[src/rtl/codec_cfg_sequencer.sv]
// Codec register configuration sequencer driving a shared I2C write engine.
// Power-up wait, 11-entry init table with NACK retry, then runtime writes.
module codec_cfg_sequencer #(
  parameter int         POWERUP_CYCLES = 1000,
  parameter int         MAX_RETRY      = 3,
  parameter logic [7:0] DEV_ADDR       = 8'h34
) (
  input  logic        clk,
  input  logic        rst,
  output logic        wr_valid,
  input  logic        wr_ready,
  output logic [7:0]  wr_dev,
  output logic [15:0] wr_word,
  input  logic        wr_done,
  input  logic        wr_nack,
  input  logic        usr_valid,
  output logic        usr_ready,
  input  logic [6:0]  usr_addr,
  input  logic [8:0]  usr_data,
  output logic        init_done,
  output logic        busy,
  output logic        error,
  output logic [6:0]  err_addr
);

  localparam int CW = $clog2(POWERUP_CYCLES + 1);

  typedef enum logic [2:0] {
    S_PWRUP,
    S_ISSUE,
    S_WAIT,
    S_NEXT,
    S_READY,
    S_ERROR
  } state_t;

  state_t        state;
  logic [CW-1:0] cnt;
  logic [3:0]    idx;
  logic [2:0]    retry;

  function automatic logic [15:0] tbl(input logic [3:0] i);
    unique case (i)
      4'd0:    tbl = {7'd15, 9'h000};
      4'd1:    tbl = {7'd0,  9'h097};
      4'd2:    tbl = {7'd1,  9'h097};
      4'd3:    tbl = {7'd2,  9'h079};
      4'd4:    tbl = {7'd3,  9'h079};
      4'd5:    tbl = {7'd4,  9'h015};
      4'd6:    tbl = {7'd5,  9'h000};
      4'd7:    tbl = {7'd6,  9'h000};
      4'd8:    tbl = {7'd7,  9'h002};
      4'd9:    tbl = {7'd8,  9'h00C};
      default: tbl = {7'd9,  9'h001};
    endcase
  endfunction

  assign wr_dev = DEV_ADDR;

  always_ff @(posedge clk or negedge rst) begin
    if (!rst) begin
      state     <= S_PWRUP;
      cnt       <= '0;
      idx       <= '0;
      retry     <= '0;
      wr_valid  <= 1'b0;
      wr_word   <= '0;
      usr_ready <= 1'b0;
      init_done <= 1'b0;
      busy      <= 1'b0;
      error     <= 1'b0;
      err_addr  <= '0;
    end else begin
      unique case (state)
        S_PWRUP: begin
          if (cnt == CW'(POWERUP_CYCLES - 1)) begin
            state    <= S_ISSUE;
            idx      <= '0;
            wr_word  <= tbl(4'd0);
            wr_valid <= 1'b1;
            busy     <= 1'b1;
          end else begin
            cnt <= cnt + 1'b1;
          end
        end
        S_ISSUE: begin
          if (wr_ready) begin
            state    <= S_WAIT;
            wr_valid <= 1'b0;
          end
        end
        S_WAIT: begin
          if (wr_done) begin
            if (!wr_nack) begin
              state <= S_NEXT;
            end else if (retry < 3'(MAX_RETRY)) begin
              retry    <= retry + 1'b1;
              state    <= S_ISSUE;
              wr_valid <= 1'b1;
            end else begin
              err_addr <= wr_word[15:9];
              error    <= 1'b1;
              busy     <= 1'b0;
              state    <= S_ERROR;
            end
          end
        end
        S_NEXT: begin
          retry <= '0;
          // user writes come back to READY; init writes walk the table
          if (init_done || idx >= 4'd10) begin
            init_done <= 1'b1;
            usr_ready <= 1'b1;
            busy      <= 1'b0;
            state     <= S_READY;
          end else begin
            idx      <= idx + 1'b1;
            wr_word  <= tbl(idx + 4'd1);
            wr_valid <= 1'b1;
            state    <= S_ISSUE;
          end
        end
        S_READY: begin
          if (usr_valid) begin
            wr_word   <= {usr_addr, usr_data};
            usr_ready <= 1'b0;
            wr_valid  <= 1'b1;
            busy      <= 1'b1;
            state     <= S_ISSUE;
          end
        end
        S_ERROR: begin
          wr_valid  <= 1'b0;
          usr_ready <= 1'b0;
        end
        default: state <= S_PWRUP;
      endcase
    end
  end

endmodule

[config.mk]
export PLATFORM = sky130hd
export DESIGN_NAME = codec_cfg_sequencer
export DESIGN_NICKNAME = d
export VERILOG_FILES = /design/src/rtl/codec_cfg_sequencer.sv
export SDC_FILE = /design/constraint.sdc
export NUM_CORES = 1
export LEC_CHECK = 0
export BUFFER_PORTS_ARGS = -buffer_cell sky130_fd_sc_hd__buf_2
export CAP_MARGIN = 10
export CELL_PAD_IN_SITES_DETAIL_PLACEMENT = 1
export CELL_PAD_IN_SITES_GLOBAL_PLACEMENT = 2
export CORE_MARGIN = 3
export CORE_UTILIZATION = 25
export DETAILED_ROUTE_END_ITERATION = 16
export PLACE_DENSITY_LB_ADDON = 0.1
export SLEW_MARGIN = 20
export SYNTH_ARGS = -nofsm -noshare
export SYNTH_HDL_FRONTEND = slang
export SYNTH_SLANG_ARGS = --single-unit
[constraint.sdc]
create_clock -name clk -period 2.49 [get_ports clk]
set_clock_uncertainty 0.05 [all_clocks]
set_input_delay 0.498 -clock clk [delete_from_list [all_inputs] [get_ports clk]]
set_output_delay 0.498 -clock clk [all_outputs]
set_load 0.02 [all_outputs]
==> flow_summary.json <==
{
  "p_sw_frac": 0.2306,
  "clkPwrFrac": 0.431,
  "rsz0062_at_grt": "false",
  "cp_max_fo": 28,
  "cts_root_buffer": "clkbuf_8",
  "clockBufferDepth": 2,
  "synth_area_per_cell_um2": 10.24,
  "wl_per_cell_um": 15.26,
  "fin_nets": 333,
  "yosysSeqAreaShare": 0.4713,
  "initial_core_util": 0.2584,
  "rows": 36,
  "grt_pass1_vias": 2112,
  "io_pins": 58,
  "yosysMostFrequentCell": "dfrtp_1",
  "async_flop_share": 1.000,
  "rrSetupSlack_ps": 290,
  "fp.dieH_um": 107.0,
  "hold_viol": 0,
  "critPathLaunchType": "register",
  "internal-power_uw": 1124,
  "die_area_um2": 11440,
  "drc": 0,
  "insertion_delay_ps": 310,
  "clock-sinks": 48,
  "synth-edff-count": 0,
  "synth_area_leaders": "dfrtp_1 47%, ha_1 4.4%, mux2_2 4.4%",
  "relSlewSlack": 0.5094,
  "worstMarginPinSlew_ps": 735.9,
  "drv_slew": 0,
  "fillers": 1164,
  "required_ps": 2650,
  "place_congestion": 0.7032,
  "reg2reg_to": "wr_word[10]",
  "grt_antenna_before_repair": 0,
  "pwr-share-comb": 0.035,
  "ys_ff_latch": 48,
  "netlist_area_um2": 2549,
  "wl_um": 6655,
  "cellPowerDensity_nw_per_um2": 477.1,
  "dp_hpwl_um": 4911,
  "p_leak_uw": 0.001554,
  "worstPathArrival_ps": 2360,
  "die-width_um": 107.0,
  "status": "complete, no violations",
  "grtUsageTotal": 0.1216,
  "yosysTopAreaCellShare": 0.4713,
  "maxCapViolations": 0,
  "vias_per_cell": 4.546,
  "cts_hold_repair.buffers": 0,
  "p_switching_uw": 336.9,
  "final_util": 0.3104,
  "timing.fmax_ghz": 0.4548,
  "clk_pin_slew_ps": 100,
  "cts_buffers": 5,
  "hold_path_class": "input pin to async pin",
  "post-route-period-util": 0.8830,
  "syn_to_final_growth_pct": 20.13,
  "cp-end-kind": "register",
  "finalPower_uw": 1461,
  "reg2reg_depth": 7,
  "vias": 1982,
  "tns_ps": 0,
  "synthFlopType": "dfrtp_1",
  "synthCells": 249,
  "min_period_ps": 2199,
  "firstDrtPassIters": 4,
  "yosysTopAreaCell": "dfrtp_1",
  "setup_violations": 0,
  "ir_drop_mv": 0.3041,
  "initialDrtViolationCount": 64,
  "synth_commonest_cells": "48 x dfrtp_1, 27 x nand2_1, 18 x a21oi_1",
  "cts_htree_levels": 2,
  "port_buffers": 49,
  "r2r-start": "idx[0]",
  "cts_tree": "built",
  "drive_gt1_frac": 0.2838,
  "cts_setup_buffers": 0,
  "grt_pass1_wl_um": 11010,
  "path_class": "register to register",
  "num_antenna_cells": 0,
  "grt_max_degree": 49,
  "p_seq_frac": 0.534,
  "core_um2": 9864,
  "ant_nets": 0,
  "gr-total-overflow": 0,
  "ys.warnings.count": 0,
  "ctsResizeCount": 0,
  "ys_types": 48
}
## power by group through the flow
stage               sequential (uW)  clock (uW)  combinational, uW
floorplan                       797           0               23.2
global placement                795           0               54.1
detailed placement              795           0               54.1
CTS                             780         652               54.3
global route                    781         687               58.6
finish                          780         629               51.6
## how the worst max path moves through the flow
stage               startpoint           to  slack [ps]  depth (start not counted)
global placement      state[1]  wr_word[10]         340                          5
floorplan               idx[0]   wr_word[9]         490                          7
CTS                   state[1]  wr_word[10]         290                          5
detailed placement      idx[0]       idx[0]         310                          7
finish                  idx[0]  wr_word[10]         290                          7
global route            idx[0]  wr_word[10]          60                          7
## cell usage in the layout, fill, tap and decap left out, types with 2 or more instances in the layout
master,n
clkbuf_8,6
nand2b_1,2
mux2_2,10
nand2_1,27
a221oi_1,2
buf_4,9
nor4_4,2
xor2_1,6
nand4_1,2
mux2i_1,2
a21o_1,3
buf_2,49
xnor2_1,7
a21oi_1,18
ha_1,9
o22ai_1,4
nand3_1,6
or2_2,3
nor2_1,12
and3_1,4
nand4b_1,2
dfrtp_1,48
or3_1,2
a22o_1,4
inv_1,6
a31oi_1,2
conb_1,8
o31a_1,2
nor3_1,6
nor3b_1,2
o21ai_0,17
a2bb2oi_1,4
## flip-flops by register name, indices dropped and copies added (netlist names)
signal,count
busy,1
cnt,10
err_addr,7
error,1
idx,4
init_done,1
retry,3
state,3
usr_ready,1
wr_valid,1
wr_word,16
## metal layers
metal,global-route usage,share of wire
met1,0.1662,0.49
met2,0.1969,0.46
met3,0.02348,0.040
met4,0.03288,0.010
met5,0,0
## layout make-up
| class | instances | area (um2) | area share |
|---|---|---|---|
| multi-input cells | 183 | 1237 | 0.4042 |
| flip-flops and latches | 48 | 1201 | 0.3923 |
| repair buffers | 58 | 312.8 | 0.1022 |
| well taps | 133 | 166.4 | 0.05435 |
| clock buffers | 6 | 82.58 | 0.02697 |
| clock inverters | 2 | 38.79 | 0.01267 |
| inverters | 6 | 22.52 | 0.007356 |
## critical path, stage by stage (launching register included)
cell      delay, ps
dfrtp_1         490
inv_1           180
ha_1            170
o31a_1          230
nor3_4           80
o22ai_4         570
nor3_1          120
a221oi_1        230
## cell families after synthesis
group / after synthesis / synth area share
flip-flops: 48 / 0.4713
other: 2 / 0.002947
XOR/XNOR: 13 / 0.04467
adder cells (fa/ha/maj): 9 / 0.04418
AO/OA/AOI/OAI: 65 / 0.1684
AND/OR/NAND/NOR: 76 / 0.1645
buffers and inverters: 24 / 0.05204
multiplexers: 12 / 0.05204
## stage by stage
step	std cells	worst slack, ps	hold slack (ps)	instance area, um2
2_1_floorplan	255	487.9	152.4	2571
3_3_place_gp	428	344.7	398.4	2940
3_5_place_dp	428	311.7	409.5	2940
4_1_cts	436	288.5	272.3	3062
5_1_grt	436	58.22	299.1	3062
6_report	436	291.4	245.2	3062
(Power assumes the default switching activity.)
